$ cat config.mk
export PLATFORM = sky130hd
export DESIGN_NAME = mul_32_seq_flat
export DESIGN_NICKNAME = d
export VERILOG_FILES = /design/src/rtl/mul_32_seq_if.sv /design/src/rtl/mul_32_seq.sv /design/src/flat_wrapper.sv
export SDC_FILE = /design/constraint.sdc
export NUM_CORES = 1
export LEC_CHECK = 0
export BUFFER_PORTS_ARGS = -buffer_cell sky130_fd_sc_hd__buf_4
export CAP_MARGIN = 15
export CORE_ASPECT_RATIO = 1.25
export CORE_MARGIN = 4
export CORE_UTILIZATION = 30
export DETAILED_ROUTE_END_ITERATION = 7
export GPL_TIMING_DRIVEN = 0
export PLACE_DENSITY = 0.5
export SYNTH_ARGS = -nofsm -noshare
export SYNTH_HDL_FRONTEND = slang
export SYNTH_SLANG_ARGS = --single-unit
$ cat constraint.sdc
create_clock -name clk -period 5.2 [get_ports clk]
set_clock_uncertainty 0.2 [all_clocks]
set_input_delay 0.52 -clock clk [delete_from_list [all_inputs] [get_ports clk]]
set_output_delay 0.52 -clock clk [all_outputs]
set_load 0.005 [all_outputs]
$ cat src/rtl/mul_32_seq_if.sv
// Handshake and result bus for the sequential 32x32 signed multiplier.
// master: control unit (drives request/operands); slave: the multiplier.
interface mul_32_seq_if;
    logic        start;
    logic [31:0] multiplicand;
    logic [31:0] multiplier;
    logic [31:0] hi;
    logic [31:0] lo;
    logic        busy;
    logic        done;

    modport master (
        output start, multiplicand, multiplier,
        input  hi, lo, busy, done
    );

    modport slave (
        input  start, multiplicand, multiplier,
        output hi, lo, busy, done
    );
endinterface

$ cat src/rtl/mul_32_seq.sv
// mul_32_seq: iterative Booth-recoded 32x32 signed multiplier, 64-bit product
// returned as hi/lo. Configuration macro MUL32_BOOTH_RADIX4_EN selects
// radix-4 modified Booth (16 steps); default build is radix-2 Booth (32 steps).
// Handshake: start accepted in IDLE, busy for N cycles, one-cycle done pulse.
module mul_32_seq (
    input  logic        clk,
    input  logic        clr,
    mul_32_seq_if.slave bus
);

`ifdef MUL32_BOOTH_RADIX4_EN
    localparam int N  = 16;
    localparam int SH = 2;
    localparam int AW = 34;
`else
    localparam int N  = 32;
    localparam int SH = 1;
    localparam int AW = 33;
`endif

    typedef enum logic [1:0] {IDLE, RUN, DONE} state_t;

    state_t state, state_nxt;

    logic signed [AW-1:0] acc;
    logic signed [AW-1:0] m_ext;
    logic        [31:0]   q;
    logic                 guard;
    logic        [5:0]    cnt;
    logic        [31:0]   prod_hi;
    logic        [31:0]   prod_lo;

    logic signed [AW-1:0] addend;
    logic signed [AW-1:0] sum;
    logic signed [AW+32:0] wide;
    logic signed [AW+32:0] shifted;
    logic signed [AW-1:0] acc_nxt;
    logic        [31:0]   q_nxt;
    logic                 guard_nxt;
    logic                 last_step;

    // Booth step: recode low Q bits + guard, add partial product, arithmetic shift
    always_comb begin
        addend = '0;
`ifdef MUL32_BOOTH_RADIX4_EN
        case ({q[1:0], guard})
            3'b001, 3'b010: addend = m_ext;
            3'b011:         addend = m_ext <<< 1;
            3'b100:         addend = -(m_ext <<< 1);
            3'b101, 3'b110: addend = -m_ext;
            default:        addend = '0;
        endcase
`else
        case ({q[0], guard})
            2'b01:   addend = m_ext;
            2'b10:   addend = -m_ext;
            default: addend = '0;
        endcase
`endif
        sum     = acc + addend;
        wide    = {sum, q, guard};
        shifted = wide >>> SH;
    end

    assign acc_nxt   = shifted[AW+32:33];
    assign q_nxt     = shifted[32:1];
    assign guard_nxt = shifted[0];
    assign last_step = (cnt == 6'd1);

    // State register
    always_ff @(posedge clk or posedge clr) begin
        if (clr) state <= IDLE;
        else     state <= state_nxt;
    end

    // Next-state: start only matters in IDLE; DONE always falls back to IDLE
    always_comb begin
        state_nxt = state;
        case (state)
            IDLE:    if (bus.start) state_nxt = RUN;
            RUN:     if (last_step) state_nxt = DONE;
            DONE:    state_nxt = IDLE;
            default: state_nxt = IDLE;
        endcase
    end

    // Datapath: load operands on accept, step in RUN, capture product on last step
    always_ff @(posedge clk or posedge clr) begin
        if (clr) begin
            acc     <= '0;
            m_ext   <= '0;
            q       <= '0;
            guard   <= 1'b0;
            cnt     <= '0;
            prod_hi <= '0;
            prod_lo <= '0;
        end else begin
            case (state)
                IDLE: begin
                    if (bus.start) begin
                        m_ext <= {{(AW-32){bus.multiplicand[31]}}, bus.multiplicand};
                        q     <= bus.multiplier;
                        acc   <= '0;
                        guard <= 1'b0;
                        cnt   <= 6'(N);
                    end
                end
                RUN: begin
                    acc   <= acc_nxt;
                    q     <= q_nxt;
                    guard <= guard_nxt;
                    cnt   <= cnt - 6'd1;
                    // Exact product fits in 64 bits, so upper accumulator bits are sign copies
                    if (last_step) begin
                        prod_hi <= acc_nxt[31:0];
                        prod_lo <= q_nxt;
                    end
                end
                default: ;
            endcase
        end
    end

    assign bus.hi   = prod_hi;
    assign bus.lo   = prod_lo;
    assign bus.busy = (state == RUN);
    assign bus.done = (state == DONE);

endmodule
$ cat src/flat_wrapper.sv
// flat-port wrapper written by rule: the top's interface ports become plain ports
module mul_32_seq_flat 
  (clk, clr, bus_start, bus_multiplicand, bus_multiplier, bus_hi, bus_lo, bus_busy, bus_done);
  mul_32_seq_if bus_i ();
  input  logic clk;
  input  logic clr;
  input wire logic [$bits(bus_i.start)-1:0] bus_start;
  input wire logic [$bits(bus_i.multiplicand)-1:0] bus_multiplicand;
  input wire logic [$bits(bus_i.multiplier)-1:0] bus_multiplier;
  output wire logic [$bits(bus_i.hi)-1:0] bus_hi;
  output wire logic [$bits(bus_i.lo)-1:0] bus_lo;
  output wire logic [$bits(bus_i.busy)-1:0] bus_busy;
  output wire logic [$bits(bus_i.done)-1:0] bus_done;
  assign bus_i.start = bus_start;
  assign bus_i.multiplicand = bus_multiplicand;
  assign bus_i.multiplier = bus_multiplier;
  assign bus_hi = bus_i.hi;
  assign bus_lo = bus_i.lo;
  assign bus_busy = bus_i.busy;
  assign bus_done = bus_i.done;
  mul_32_seq u_core (.clk(clk), .clr(clr), .bus(bus_i));
endmodule
### Word level (Yosys, flattened, before mapping)

Index checks and enable logic that the tools add are counted.

| storage, ports and cells | value |
|---|---|
| register bits | 170 |
| latch bits | 0 |
| RAM bits | 0 |
| bits in read-only memories | 0 |
| output and inout bits | 66 |
| logic and storage cells | 36 |
| memories | 0 |

| operators by class | value |
|---|---|
| add/subtract/negate cells | 3 |
| $mul | 0 |
| div/mod/pow operators | 0 |
| magnitude comparators | 0 |
| equality and inequality tests | 7 |
| shifts and indexed selects | 0 |
| muxes and demuxes | 12 |
| bitwise operators | 0 |
| reduce and logical (&&, ||, !) cells | 6 |

Operators by type and width:

| operator | number |
|---|---|
| 33-bit case mux with 2 select lines | 2 |
| 32-bit case mux with 2 select lines | 1 |
| 33-bit adder | 1 |
| 33-bit two-way mux | 1 |
| 32-bit negation with 33-bit output | 1 |
| 32-bit two-way mux | 1 |
| 6-bit case mux with 2 select lines | 1 |
| 2-bit AND reduction | 4 |
| 6-bit by 1-bit equality test with 1-bit output (second input constant) | 1 |
| 6-bit two-way mux | 1 |
| 6-bit by 1-bit subtractor with 6-bit output (second input constant) | 1 |
| 2-bit by 1-bit equality test with 1-bit output (second input constant) | 2 |
| 2-bit equality test (second input constant) | 2 |
| 2-bit two-way mux | 2 |
| 2-bit case mux with 2 select lines | 1 |
| 2-bit logical NOT | 1 |
| 2-bit by 1-bit inequality test with 1-bit output (second input constant) | 1 |
| 2-bit inequality test (second input constant) | 1 |
| 1-bit case mux with 2 select lines | 1 |
| 2-bit nonzero test | 1 |
| 1-bit two-way mux | 1 |

### Depth between registers and ports, before layout

Gate-level depths: netlist of run 1.

| depth | value |
|---|---|
| depth after elaboration | 4 |
| depth in mapped cells | 18 |
| depth with buffers taken out | 18 |

### Least setup slack after synthesis of run 1

No wires, ideal clock.

| path | value |
|---|---|
| path kind | register -> register |
| from | register u_core.m_ext[2] |
| to | register u_core.prod_hi[28] (netlist: u_core.bus.hi[28]) |
| library setup time | 0.131 ns |
| data arrival time | 3.819 ns |
| required time | 4.869 ns |
| path slack | 1.050 ns |
| cell stages (with the launch flop) | 18 |
| buffers on the path | 0 |
| cells stage by stage | dfrtp_1 > nor2_1 > nand4_1 > nor4_1 > nor3b_1 > nand2_1 > nor3_1 > or3_1 > a21oi_1 > ha_1 > a2111o_1 > a221oi_1 > nand2b_1 > o211a_1 > o21a_1 > o221ai_1 > and4b_1 > or3_1 |

| on the way | value |
|---|---|
| longest elaborated chain between the ends | 3 |

Ends and longest elaborated chain:

| what | RTL line | RTL |
|---|---|---|
| start, declared | mul_32_seq.sv:26 | `logic signed [AW-1:0] m_ext;` |
| start signal, assigned | mul_32_seq.sv:101 | `m_ext <= {{(AW-32){bus.multiplicand[31]}}, bus.multiplicand};` |
| 32-bit negation with 33-bit output | mul_32_seq.sv:56 | `2'b10: addend = -m_ext;` |
| 33-bit case mux with 2 select lines * | mul_32_seq.sv:54 | `case ({q[0], guard})` |
| 33-bit adder * | mul_32_seq.sv:60 | `sum = acc + addend;` |
| end signal, assigned | mul_32_seq.sv:115 | `prod_hi <= acc_nxt[31:0];` |
| end, declared | mul_32_seq.sv:30 | `logic [31:0] prod_hi;` |

Mark *: on every way between the ends. The rest lies on a longest branch, timed or not.
A chain may end at the register's enable or synchronous reset.

### Final worst setup path of run 1

| path | value |
|---|---|
| from | register u_core.m_ext[0] |
| to | register u_core.prod_hi[28] (netlist: u_core.bus.hi[28]) |

The elaborated chain is that of the path after synthesis.

==> results, run 1 <==
- The run finished with clean final reports.
- The final clock period utilization by the worst path is 0.9217.
- Using the TritonRoute via totals, the vias-per-cell ratio works out to 5.090.
- The floorplan has 72 rows.
- In the final layout, the multi-input gates occupy 4991 sq um.
- Summing all placed instances gives a cell area of 11,110 sq um.
- The core footprint is 31,170 sq um.
- After clock tree synthesis, the clock-pin slew on the worst setup and hold paths is 0.07 ns.
- In this run the number of H-tree levels came out at 4.
- The global route total overflow is 0.
- VDD sags by at most 198.1 uV.
- Of the cells placed in the final design, the portion with a size suffix greater than 1 is 0.1763.
- Summing all non-filler instances in the final layout gives an area of 11,730 sq um.
- The commonest cells after synthesis are sky130_fd_sc_hd__nand2_1 (238), sky130_fd_sc_hd__dfrtp_1 (169), sky130_fd_sc_hd__a21oi_1 (88).
- After the last flow step, the layout net total stands at 1,340.
- The static power due to leakage is 5.448 nW.
- Measured in cells, the most critical reg-to-reg path has a length of 18.
- The first-pass GRT wire length is 47,910 um.
- The post-synthesis async set-or-reset flop share is 1.000.
- The total number of clock tree sinks is 169.
- The HPWL after detailed placement is 22,350 um.
- The data required time at the worst endpoint is 5.31 ns.
- In this run the count of I/O pins placed on the die edge is 133.
- In the global route stage, overall resource usage came out at 0.1712.
- Timing would allow up to 0.2087 GHz.
- The initial utilization of the core area, before any placement, comes to 0.3056.
- Counting the fill cells in the layout gives 3,258.
- The count of buffers added on input and output ports is 132.
- The synthesized design spends more area on one cell type than any other, namely sky130_fd_sc_hd__dfrtp_1.
- The number of buffers added for setup after CTS is 0.
- In the post-route analysis, the smallest setup slack over all paths is 0.4073 ns.
- The sort of element at the end of the critical path is a flop.
- For the worst-skew pair, the clock arrives at the later sink with an insertion delay of 0.44 ns.
- The final number of setup-violating endpoints is 0.
- The count of final hold-check violations came to 0.
- Setup repair after global routing left no endpoint under its margin.
- The first routing iteration left 543 violations.
- Wires add up to 29,530 um.
- The path type of the worst min-delay path is input port to async pin.
- The minimum period implied by the final worst setup slack is 4.793 ns.
- The final max-slew violation count is 0.
- The number of global-route vias before repair was 8,701.
- The number of antenna diodes in the final layout is 0.
- The minimum setup slack after placement is 0.09009 ns.
- The total negative slack for setup checks is 0 ns.
- The cell with the most instances after synthesis is sky130_fd_sc_hd__nand2_1.
- The synthesis-to-finish area growth is 23.08%.
- Synthesis instantiated 71 different standard cells from the library.
- The share of the Yosys chip area taken by registers is 0.4439.
- The routed layout has 8,424 vias.
- The worst setup path is launched from a flop.
- The first-pass iteration count of the detailed router is 4.
- The average detailed-routed wire length per instance is 17.84 um.
- In this run, synthesis produced a sequential element count of 169.
- The floorplan step set the die width to 167.4 um.
- The tool flagged a number of max-cap violations equal to 0.
- The count of nets left with antenna violations after detail routing is 0.
- At the pin with the least slew margin, the transition time is 0.8635 ns.
- The per-instance average area after synthesis is 8.805 sq um.
- The maximum fanout count along the critical path is 7.
- The share of synthesized area in the top cell type comes to 0.4439.
- The height of the chip is 207.2 um.
- In this run the tightest slew margin relative to its limit is 0.4232.
- The root buffer cell is sky130_fd_sc_hd__clkbuf_16.
- The die covers 34,690 sq um.
- The CTS tree is yes.
- Hold repair after CTS inserted 0 buffers.
- In the synthesized netlist the dominant register cell turns out to be sky130_fd_sc_hd__dfrtp_1.
- The total standard cell area after synthesis is 9527 sq um.
- The number of antenna violations at the first check in global routing is 0.
- Entering global routing, the biggest net connects 41 pins.
- Counting every net in the synthesized netlist gives 1,187.
- The area taken by flip-flops and latches is 4229 sq um.
- In this run, synthesis inferred 0 flip-flops with an integrated enable.
- Routability-driven placement finished with a final weighted congestion of 0.8469.
- The worst setup path is of the flop to flop kind.
- The yosys synthesis warning count is 0.
- The power per cell area is 590.8 nW/um^2.
- The clock passes through at most 2 buffers.
- The post-route DRC violation count is 0.
- STA puts the critical path data arrival time at 4.90 ns.
- In the synthesized netlist, the number of instances is 1,082.
- By area the synthesized netlist is led by sky130_fd_sc_hd__dfrtp_1 (44%), sky130_fd_sc_hd__nand2_1 (9.4%), sky130_fd_sc_hd__ha_1 (4.9%), sky130_fd_sc_hd__a21oi_1 (4.6%), sky130_fd_sc_hd__o21ai_0 (4.4%).
- Counting the buffers created by CTS gives 17.
[cell type report]
cell class,count,share of cell area
Timing Repair Buffer,136,0.09135
Tap cell,407,0.04343
Buffer,60,0.01931
Multi-Input combinational cell,820,0.4257
Clock inverter,13,0.01238
Sequential cell,169,0.3607
Clock buffer,19,0.03692
Inverter,31,0.01024
[metal layers]
metal  vias up  track usage  wire length (um)
met5         -            0                 0
met4         0      0.04815               605
met3        30      0.04152              1526
met2       187       0.2964             14860
met1      4087       0.2123             12540
li1       4120            -                 -
[per-stage QoR]
stage	utilization	total power, W	hold slack [ns]	cells
6_report	0.3762	0.006927	0.03553	1655
5_1_grt	0.3762	0.007517	0.06066	1655
4_1_cts	0.3750	0.006992	0.05286	1657
3_5_place_dp	0.3565	0.005665	0.2639	1625
3_3_place_gp	0.3539	0.005608	0.2607	1621
2_1_floorplan	-	0.004417	0.2456	1082
[cell usage in the layout, fill, tap and decap left out, drive strengths merged, types with 5 or more instances in the layout]
cell and n:
nand2 238, dfrtp 169, buf 143, a21oi 89
o21ai 84, clkbuf 72, nor2 46, nor2b 37
ha 37, a22oi 33, inv 32, a22o 28
mux2 28, nor3 25, nand3 24, xnor2 22
nand2b 11, a21o 10, or3 10, xor2 9
nand4 9, a311oi 9, o211ai 6, clkinvlp 6
and3 5
[logic make-up after synthesis]
| family | count (synthesis) | share of synthesized area |
|---|---|---|
| AO/OA/AOI/OAI | 295 | 0.1978 |
| XOR/XNOR | 31 | 0.02929 |
| buffers and inverters | 93 | 0.03664 |
| adder cells (fa/ha/maj) | 38 | 0.05070 |
| AND/OR/NAND/NOR | 428 | 0.2082 |
| flip-flops | 169 | 0.4439 |
| multiplexers | 28 | 0.03349 |
[power by group]
group          switching (W)  leakage [nW]  total, W  internal, W
registers           0.000502          2.17   0.00240      0.00190
logic                0.00186          3.01   0.00323      0.00137
clock network       0.000583         0.268   0.00130     0.000713
[worst max-delay path: stages (launching register included)]
cell and delay, ns:
sky130_fd_sc_hd__dfrtp_1 0.40, sky130_fd_sc_hd__inv_1 0.13, sky130_fd_sc_hd__ha_1 0.29, sky130_fd_sc_hd__nand4_1 0.23, sky130_fd_sc_hd__nor4_2 0.27, sky130_fd_sc_hd__nor3b_2 0.29, sky130_fd_sc_hd__nand2_1 0.15, sky130_fd_sc_hd__nor4_1 0.21
sky130_fd_sc_hd__o21ai_0 0.14, sky130_fd_sc_hd__a21oi_2 0.28, sky130_fd_sc_hd__ha_1 0.36, sky130_fd_sc_hd__and3_1 0.21, sky130_fd_sc_hd__and4_1 0.23, sky130_fd_sc_hd__nand4_1 0.10, sky130_fd_sc_hd__o211a_1 0.15, sky130_fd_sc_hd__o21a_1 0.26
sky130_fd_sc_hd__o221ai_2 0.19, sky130_fd_sc_hd__and4b_1 0.22, sky130_fd_sc_hd__or3_1 0.37
[flip-flops by register name (all words and copies together), names as in the netlist]
name           count
u_core.state       2
u_core.acc        32
u_core.q          32
u_core.m_ext      32
u_core.bus.lo     32
u_core.bus.hi     32
u_core.cnt         6
u_core.guard       1
[worst paths after layout]
| check | start | end | slack (ns) |
|---|---|---|---|
| worst min register to register | u_core.bus.lo[24]$_DFFE_PP0P_ | u_core.bus.lo[24]$_DFFE_PP0P_ | 0.28 |
| max in group asynchronous | clr | u_core.bus.hi[15]$_DFFE_PP0P_ | 3.84 |
| worst max register to register | u_core.m_ext[0]$_DFFE_PP0P_ | u_core.bus.hi[28]$_DFFE_PP0P_ | 0.41 |
| worst max-delay path | u_core.m_ext[0]$_DFFE_PP0P_ | u_core.bus.hi[28]$_DFFE_PP0P_ | 0.41 |
| min in group clk | bus_multiplicand[15] | u_core.m_ext[15]$_DFFE_PP0P_ | 0.07 |
| worst min-delay path | clr | u_core.bus.lo[4]$_DFFE_PP0P_ | 0.04 |
[timing repair]
item	4_1_cts	5_1_grt
endpoints found under the setup margin	0	16
endpoints found under the hold margin	0	0
resized for setup	0	9
(Power assumes the default switching activity.)
==> inputs of run 2 (changes only) <==
CAP_MARGIN = 5   (was 15)
clock period = 4.4 ns   (was 5.2 ns; I/O delays follow)
==> run 2 against run 1 <==
Cell area increased by 7.8%; worst hold slack got worse by 0.026 ns; register-to-register slack got worse by 0.35 ns; cell count is 2.4% higher; largest cell class unchanged; worst setup slack worse by 0.35 ns; critical path depth is 1 lower; sequential cell count unchanged; combinational power grew 33%; routed wire length is 3.1% higher; non-clock buffer count increased by 40.
==> results, run 2 (synthesized netlist as in run 1, its figures left out) <==
- The category of the worst setup path launch point is a flop.
- The final estimated routing congestion in global placement is 0.8469 (unchanged).
- The number of fill cells in the layout is 3,202 (-1.7%).
- The total detailed-routing wirelength is 30,460 um (+3.1%).
- The TritonCTS buffer count is 17 (unchanged).
- The starting utilization of the core area is 0.3056 (unchanged).
- The first-pass GRT wire length is 48,840 um (+1.9%).
- The row count was 72 (unchanged).
- The root buffer cell is sky130_fd_sc_hd__clkbuf_16.
- The setup path with the least slack is of type flop to flop.
- The utilization after layout is 0.4055 (+0.02930).
- The synthesis-to-finish area growth is 32.66%.
- The minimum period implied by the final worst setup slack is 4.347 ns (-0.4452 ns).
- The run finished with clean final reports.
- Setup repair after global routing could not meet its margin everywhere.
- The I/O pin count came to 133 (unchanged).
- The library cell used most frequently in the layout, excluding fill and tap cells, is sky130_fd_sc_hd__nand2_1.
- The CTS tree is yes.
- The total number of vias is 8,694 (+3.2%).
- The area of the multi-input gates is 5499 sq um (+10%).
- The number of max-capacitance violations reported is 0 (unchanged).
- The average detailed-routed wire length per instance came to 17.97 um (+0.71%).
- The total power draw is 0.008730 W (+26%).
- The first-pass iteration count of the detailed router came to 5 (+1).
- In the layout the commonest cells are sky130_fd_sc_hd__nand2_1 (236), sky130_fd_sc_hd__dfrtp_1 (164), sky130_fd_sc_hd__buf_4 (154).
- The final clock period utilization by the worst path is 0.9881 (+0.06638).
- The final layout net count is 1,380 (+3.0%).
- The static power due to leakage is 5.740 nW (+5.3%).
- The data required time at the worst endpoint is 4.52 ns (-0.79 ns).
- The maximum fanout count along the critical path is 7 (unchanged).
- The max-slew headroom at the worst pin was 0.4044 (-0.01876).
- The clock-pin slew on the worst setup and hold paths is 0.07 ns (about the same).
- The global route total overflow came to 0 (unchanged).
- The arrival time reported for the critical path endpoint is 4.46 ns (-0.44 ns).
- The final worst-path setup slack is 0.05258 ns (-0.3548 ns).
- The number of global-route vias before repair is 8,906 (+2.4%).
- The proportion of layout cells with a drive suffix above 1 was 0.2500 (+0.07372).
- The height of the chip was 207.2 um (unchanged).
- The maximum root-to-sink buffer count is 2 (unchanged).
- The number of antenna violations at the first check in global routing came to 0 (unchanged).
- The diode insertion count for antenna repair is 0 (unchanged).
- The maximum number of pins on one net before global-route repair is 41 (unchanged).
- The area taken by flip-flops and latches came to 4235 sq um (+0.15%).
- The HPWL reported at the end of detailed placement is 22,350 um (unchanged).
- The count of nets left with antenna violations after detail routing came to 0 (unchanged).
- The clock latency of the later-clocked register in the worst-skew pair is 0.44 ns (about the same).
- The tightest min-delay check is of the input port to flop type.
- The floorplan die area is 34,690 sq um (unchanged).
- The final number of setup-violating endpoints was 0 (unchanged).
- The total number of clock tree sinks is 169 (unchanged).
- The initial detailed-routing violation count was 527 (-2.9%).
- The core footprint is 31,170 sq um (unchanged).
- The post-route DRC violation count is 0 (unchanged).
- The maximum frequency from static timing analysis was 0.2300 GHz (+10%).
- The measured slew at the worst slew-check pin was 0.8916 ns (+0.02808 ns).
- The detailed-route vias per instance came to 5.129 (+0.77%).
- The count of input and output buffers is 132 (unchanged).
- The H-tree depth came to 4 (unchanged).
- The total global-route track usage is 0.1737 (+0.002596).
- The peak supply drop was 235.7 uV (+19%).
- The power per cell area is 690.7 nW/um^2 (+17%).
- The worst hold slack was 0.009866 ns (-0.02567 ns).
- The sort of element at the end of the critical path is a flop.
- The final max-slew violation count is 0 (unchanged).
- The minimum setup slack after placement came to -0.7099 ns (-0.8000 ns).
- The floorplan die width is 167.4 um (unchanged).
- The count of final hold-check violations is 0 (unchanged).
[run 2: where the power goes]
group,internal (W),total (W),switching (W)
logic,0.00190,0.00431,0.00241
clock network,0.000843,0.00154,0.000694
registers,0.00225,0.00289,0.000641
total,0.00499,0.00873,0.00374
[run 2: repair_timing]
| item | 4_1_cts | 5_1_grt |
|---|---|---|
| endpoints found under the setup margin | 32 | 24 |
| hold endpoints to repair | 50 | 0 |
| hold buffers | 22 | 0 |
| pin swaps | 14 | 39 |
| buffers inserted | 7 | 16 |
| gates resized for setup | 51 | 85 |
[run 2: through the flow]
step           cell area (sq um)  instances  setup TNS [ns]
2_1_floorplan               9530       1082               0
3_3_place_gp               11030       1621          -9.824
3_5_place_dp               11110       1625          -9.462
4_1_cts                    12190       1682        -0.01860
5_1_grt                    12640       1695         -0.2998
6_report                   12640       1695               0
[run 2: worst paths after layout]
check / start / end / slack (ns) / depth (start not counted)
worst min register to register: u_core.bus.lo[24]$_DFFE_PP0P_ / u_core.bus.lo[24]$_DFFE_PP0P_ / 0.28 / 2
min in group asynchronous: clr / u_core.bus.lo[4]$_DFFE_PP0P_ / 0.52 / 3
max in group asynchronous: clr / u_core.bus.hi[15]$_DFFE_PP0P_ / 2.56 / 5
worst max register to register: u_core.m_ext[7]$_DFFE_PP0P_ / u_core.bus.hi[30]$_DFFE_PP0P_ / 0.05 / 17
worst min-delay path: bus_multiplicand[16] / u_core.m_ext[16]$_DFFE_PP0P_ / 0.01 / 3
worst max-delay path: u_core.m_ext[7]$_DFFE_PP0P_ / u_core.bus.hi[30]$_DFFE_PP0P_ / 0.05 / 17
[run 2: area by class of cell]
type,instances,area share
Buffer,55,0.01782
Timing Repair Buffer,181,0.1161
Sequential cell,169,0.3351
Inverter,31,0.009801
Tap cell,407,0.04029
Multi-Input combinational cell,820,0.4351
Clock buffer,19,0.03425
Clock inverter,13,0.01148
[run 2: critical path: stages (launching register included)]
cell and delay (ns):
sky130_fd_sc_hd__dfrtp_2 0.44, sky130_fd_sc_hd__nor3_4 0.22, sky130_fd_sc_hd__nand4_1 0.24, sky130_fd_sc_hd__nor4_4 0.30, sky130_fd_sc_hd__nor3b_4 0.30, sky130_fd_sc_hd__nand2_4 0.12
sky130_fd_sc_hd__nor4_4 0.26, sky130_fd_sc_hd__o21ai_2 0.12, sky130_fd_sc_hd__a21oi_4 0.25, sky130_fd_sc_hd__ha_4 0.21, sky130_fd_sc_hd__and3_4 0.17, sky130_fd_sc_hd__and4_4 0.24
sky130_fd_sc_hd__nand4_1 0.08, sky130_fd_sc_hd__o211a_1 0.14, sky130_fd_sc_hd__o21a_4 0.15, sky130_fd_sc_hd__o41ai_4 0.35, sky130_fd_sc_hd__xnor2_2 0.15, sky130_fd_sc_hd__mux2_4 0.27
[run 2: layer usage]
layer  up-vias  global-route usage  share of wire
li1       4197                   -              -
met1      4272              0.2150           0.42
met2       188              0.2960           0.50
met3        37             0.04152          0.048
met4         0             0.06103          0.027
met5         -                   0              0
